`src/rtl/rca_multiword_seq.sv`:
```
// rca_multiword_seq: adds two N*WORDS-bit operands by stepping an external
// combinational N-bit ripple-carry adder over one slice per clock, LSB first.
// The carry is chained through a register and the partial sums are assembled
// into the full result.
//   clk, rst_n            clock (rising edge), asynchronous active-low reset
//   in_valid/in_ready     operand handshake; A_in, B_in, C_in captured on accept
//   rca_A/rca_B/rca_cin   slice drive to the external adder (zero outside RUN)
//   rca_s/rca_cout        slice sum and carry returned by the external adder
//   out_valid/out_ready   result handshake; S_out, C_out held while out_valid
module rca_multiword_seq #(
   parameter int unsigned N     = 5,
   parameter int unsigned WORDS = 4
) (
   input  logic                 clk,
   input  logic                 rst_n,
   input  logic                 in_valid,
   output logic                 in_ready,
   input  logic [N*WORDS-1:0]   A_in,
   input  logic [N*WORDS-1:0]   B_in,
   input  logic                 C_in,
   output logic [N-1:0]         rca_A,
   output logic [N-1:0]         rca_B,
   output logic                 rca_cin,
   input  logic [N-1:0]         rca_s,
   input  logic                 rca_cout,
   output logic                 out_valid,
   input  logic                 out_ready,
   output logic [N*WORDS-1:0]   S_out,
   output logic                 C_out
);

   localparam int unsigned W     = N * WORDS;
   // At least one index bit so WORDS=1 still has a legal counter.
   localparam int unsigned IDX_W = (WORDS > 1) ? $clog2(WORDS) : 1;
   localparam logic [IDX_W-1:0] LAST_IDX = IDX_W'(WORDS - 1);

   typedef enum logic [1:0] {
      IDLE = 2'd0,
      RUN  = 2'd1,
      DONE = 2'd2
   } state_e;

   state_e           state_q,     state_d;
   logic [IDX_W-1:0] idx_q,       idx_d;
   logic [W-1:0]     a_q,         a_d;
   logic [W-1:0]     b_q,         b_d;
   logic [W-1:0]     s_q,         s_d;
   logic             carry_q,     carry_d;
   logic [N-1:0]     rca_a_q,     rca_a_d;
   logic [N-1:0]     rca_b_q,     rca_b_d;
   logic             rca_cin_q,   rca_cin_d;
   logic             out_valid_q, out_valid_d;
   logic [IDX_W-1:0] nxt_idx;

   // Next-state logic; the adder drive is registered one slice ahead so the
   // pins come straight from flops during each RUN cycle.
   always_comb begin
      state_d     = state_q;
      idx_d       = idx_q;
      a_d         = a_q;
      b_d         = b_q;
      s_d         = s_q;
      carry_d     = carry_q;
      out_valid_d = out_valid_q;
      rca_a_d     = '0;
      rca_b_d     = '0;
      rca_cin_d   = 1'b0;
      nxt_idx     = idx_q + IDX_W'(1);

      case (state_q)
         IDLE: begin
            if (in_valid) begin
               a_d       = A_in;
               b_d       = B_in;
               carry_d   = C_in;
               idx_d     = '0;
               rca_a_d   = A_in[N-1:0];
               rca_b_d   = B_in[N-1:0];
               rca_cin_d = C_in;
               state_d   = RUN;
            end
         end
         RUN: begin
            s_d[32'(idx_q)*N +: N] = rca_s;
            carry_d                = rca_cout;
            if (idx_q == LAST_IDX) begin
               idx_d       = '0;
               out_valid_d = 1'b1;
               state_d     = DONE;
            end else begin
               idx_d     = nxt_idx;
               rca_a_d   = N'(a_q >> (32'(nxt_idx) * N));
               rca_b_d   = N'(b_q >> (32'(nxt_idx) * N));
               rca_cin_d = rca_cout;
            end
         end
         DONE: begin
            if (out_ready) begin
               out_valid_d = 1'b0;
               state_d     = IDLE;
            end
         end
         default: begin
            state_d = IDLE;
         end
      endcase
   end

   // State and datapath registers.
   always_ff @(posedge clk or negedge rst_n) begin
      if (!rst_n) begin
         state_q     <= IDLE;
         idx_q       <= '0;
         a_q         <= '0;
         b_q         <= '0;
         s_q         <= '0;
         carry_q     <= 1'b0;
         rca_a_q     <= '0;
         rca_b_q     <= '0;
         rca_cin_q   <= 1'b0;
         out_valid_q <= 1'b0;
      end else begin
         state_q     <= state_d;
         idx_q       <= idx_d;
         a_q         <= a_d;
         b_q         <= b_d;
         s_q         <= s_d;
         carry_q     <= carry_d;
         rca_a_q     <= rca_a_d;
         rca_b_q     <= rca_b_d;
         rca_cin_q   <= rca_cin_d;
         out_valid_q <= out_valid_d;
      end
   end

   // in_ready is held low while reset is applied, not just after it.
   assign in_ready  = rst_n & (state_q == IDLE);
   assign rca_A     = rca_a_q;
   assign rca_B     = rca_b_q;
   assign rca_cin   = rca_cin_q;
   assign out_valid = out_valid_q;
   assign S_out     = s_q;
   assign C_out     = carry_q;

endmodule

```
`config.mk`:
```
export PLATFORM = sky130hd
export DESIGN_NAME = rca_multiword_seq
export DESIGN_NICKNAME = d
export VERILOG_FILES = /design/src/rtl/rca_multiword_seq.sv
export SDC_FILE = /design/constraint.sdc
export NUM_CORES = 1
export LEC_CHECK = 0
export CORE_MARGIN = 2
export CORE_UTILIZATION = 30
export DETAILED_ROUTE_END_ITERATION = 8
export GPL_TIMING_DRIVEN = 0
export PLACE_DENSITY = 0.52
export SLEW_MARGIN = 10
export SYNTH_ARGS = -nofsm -noshare
export SYNTH_HDL_FRONTEND = slang
export SYNTH_SLANG_ARGS = --single-unit
```
`constraint.sdc`:
```
create_clock -name clk -period 2 [get_ports clk]
set_input_delay 0.4 -clock clk [delete_from_list [all_inputs] [get_ports clk]]
set_output_delay 0.4 -clock clk [all_outputs]
set_load 0.02 [all_outputs]
```
==> reports/qor.csv <==
stage,metric,value,unit
sta,setup_viol,0,
critical_path,r2r.worst_path.cells,6,
logic_synthesis,seq_area_frac_synth,58.53,%
cts,root_buffer,clkbuf_8,
cts,htreeDepth,3,
floorplan,rows,38,
power_and_ir_drop,ir_drop,0.5471,mV
critical_path,endpoint,S_out[17],
logic_synthesis,synth_common_cells,"126 x nand2_1, 77 x dfrtp_1, 21 x mux2i_1",
logic_synthesis,syn_area,3292,µm²
global_routing,grt_max_degree,50,
cts,clk_path_buf_depth,2,
cts,cts.sinks,77,
cts,clk_latency,0.34,ns
critical_path,slowest_delay,0.47,ns
critical_path,path_depth,6,
sta,relSlewSlack,61.17,%
cts,clk_pin_slew,0.08,ns
logic_synthesis,synth_edf_count,0,
critical_path,reg2reg_to,S_out[17],
cts,cts_tree,built,
logic_synthesis,syn_nets,366,
final_layout,nNetsFinal,466,
logic_synthesis,yosysTopAreaCellShare,58.53,%
sta,finClkSkew,0.008573,ns
sta,finalHoldViolCount,0,
sta,worst_pin_slew,0.5809,ns
cts,numCtsBuffers,9,
detailed_routing,drt_iter0_markers,98,
critical_path,rrSetupSlack,0.1,ns
final_layout,drive_gt1_share,10.60,%
detailed_routing,viasPerCell,4.595,
detailed_routing,wl,8.577,mm
power_and_ir_drop,power.leakage,2.180,nW
critical_path,cp.required,2.28,ns
critical_path,worstPathMaxFanout,7,
critical_path,start_kind,flop,
sta,slew_violations,0,
hold_path,hp-class,primary input to asynchronous set/reset pin,
sta,period_share,95.14,%
final_layout,syn2layout_area_growth,39.45,%
logic_synthesis,syn_inst,310,
logic_synthesis,synth_area_leader_cell,dfrtp_1,
detailed_routing,antenna_left,0,
detailed_routing,routedWlPerCell,15.45,µm
placement,placed_cells_incl_taps,535,
critical_path,startpoint,idx_q[0],
logic_synthesis,yosysMostFrequentCell,nand2_1,
final_layout,n_antenna_cell,0,
critical_path,critical_path_class,flop to flop,
global_routing,grt_antenna_before_repair,1,
floorplan,core,10790,µm²
logic_synthesis,ys_warn_count,0,
global_routing,grt_pass1_wl,13.55,mm
critical_path,critPathArrivalTime,2.18,ns
global_routing,grt_pass1_vias,2550,
detailed_routing,drc,0,
placement,gp_congestion,0.7630,
floorplan,die_area,11830,µm²
floorplan,die_x,108.8,µm
placement,hpwl,5.778,mm
critical_path,crit_buf_inv,3,
detailed_routing,drtPass1Iterations,4,
logic_synthesis,yosys_most_used_dff,dfrtp_1,
floorplan,start_util,30.50,%
critical_path,critPathSlowestCell,nor4_2,
logic_synthesis,ys_async_sr_fraction,100.0,%
sta,period_minus_slack,1.903,ns
logic_synthesis,avgSynthCellArea,10.62,µm²
floorplan,die-height,108.8,µm
logic_synthesis,synth.distinct_cells,28,
final_layout,nFillCells,1061,
critical_path,endpoint_kind,flop,
placement,port_buffers,84,
logic_synthesis,synthTopCellsByArea,"dfrtp_1 59%, nand2_1 14%, mux2i_1 6.4%",
power_and_ir_drop,powerDensity,1541,nW/µm²
global_routing,grt_use_total,15.34,%
final_layout,final_cells,555,
critical_path,crit_path_cell_trace,"buf_6, clkinvlp_4, buf_4, ha_1, nor4_2, a22o_1",
status,outcome,finished clean,
floorplan,num_io_pins,85,
global_routing,overflow,0,
critical_path,r2r_start,idx_q[0],
detailed_routing,vias,2550,
critical_path,cp_top_family,simple AND/OR/NAND/NOR gates,
flow_run,cap_violations,0,
sta,fmax,525.5,MHz
logic_synthesis,synth_seq_cells,77,
power_and_ir_drop,p_total,7.075,mW
-- power by group --
part / switching, mW / internal, mW
Clock: 0.579 / 0.488
Combinational: 1.88 / 1.55
Sequential: 0.356 / 2.22
-- flip-flops by register name, indices dropped and copies added (netlist names) --
| name | flops |
|---|---|
| rca_A | 5 |
| S_out | 20 |
| out_valid | 1 |
| state_q | 2 |
| a_q | 20 |
| C_out | 1 |
| b_q | 20 |
| rca_B | 5 |
| rca_cin | 1 |
| idx_q | 2 |
-- layout make-up --
type                    instances  area (µm²)  area share, %
repair buffers                 89       905.9          19.73
clock inverters                 5       35.03         0.7632
plain buffers                  16       110.1          2.398
well taps                     140       175.2          3.816
flip-flops and latches         77        1927          41.97
multi-input cells             212        1274          27.75
clock buffers                  11       141.4          3.080
inverters                       5       22.52         0.4906
-- metal layers --
layer / GRT usage, % / wire (µm)
met3: 3.467 / 579
met2: 24.15 / 4035
met1: 21.22 / 3909
met4: 4.396 / 54
met5: 0 / 0
-- logic make-up (layout without fill, tap and decap cells) --
| group | after synthesis | count (layout) | synth area share [%] |
|---|---|---|---|
| fa+ha+maj | 5 | 5 | 1.900 |
| buf+inv | 21 | 126 | 3.041 |
| flops | 77 | 77 | 58.53 |
| compound gates | 39 | 39 | 9.616 |
| mux | 21 | 21 | 6.385 |
| simple gates | 147 | 147 | 20.52 |
-- worst register-to-register path, stage by stage (launching register included) --
cell and delay (ns):
dfrtp_1 0.40, buf_6 0.17, clkinvlp_4 0.10, buf_4 0.17, ha_1 0.32, nor4_2 0.48
a22o_1 0.19
-- layout by cell type (no fill, tap or decap), types with 2 or more instances in the layout --
cell and n:
a21oi_1 3, a22o_1 18, buf_2 10, buf_4 4, buf_6 3, clkbuf_1 2, clkbuf_8 10, clkdlybuf4s50_1 82
clkinv_2 2, clkinvlp_4 2, dfrtp_1 77, ha_1 5, inv_1 4, mux2i_1 21, nand2_1 126, nand3_1 3
nand3b_1 5, nor2_1 2, nor2b_1 2, nor4_4 2, o221ai_1 10, o31ai_1 4
-- worst min path at each step --
| stage | startpoint | to | slack, ns | depth (start not counted) |
|---|---|---|---|---|
| floorplan | rst_n | C_out | 0.10 | 0 |
| global placement | b_q[2] | b_q[2] | 0.46 | 2 |
| detailed placement | rst_n | rca_A[2] | 0.37 | 1 |
| CTS | rst_n | rca_A[2] | 0.06 | 2 |
| global route | rst_n | b_q[13] | 0.06 | 2 |
| finish | rst_n | rca_A[2] | 0.07 | 2 |
-- timing repair --
item                       in CTS  in global routing
gates resized for setup         9                  6
hold buffers                    2                  0
setup endpoints to repair      32                 19
hold endpoints to repair       24                  0
buffers inserted                1                  1
pin swaps                       0                  1
-- metrics by stage --
stage	hold WS (ns)	setup TNS, ns	worst slack [ns]	area (µm²)	util, %
final	0.06956	0	0.09715	4591	42.53
after global routing	0.06232	-0.03884	-0.01341	4591	42.53
after CTS	0.06237	0	0.008342	4576	42.40
after detailed placement	0.3722	-4.608	-0.3135	4333	40.15
after global placement	0.4576	-185.29	-2.911	4308	39.91
after floorplan	0.1044	0	0.09416	3292	-
Power figures use the tool's default switching activity.
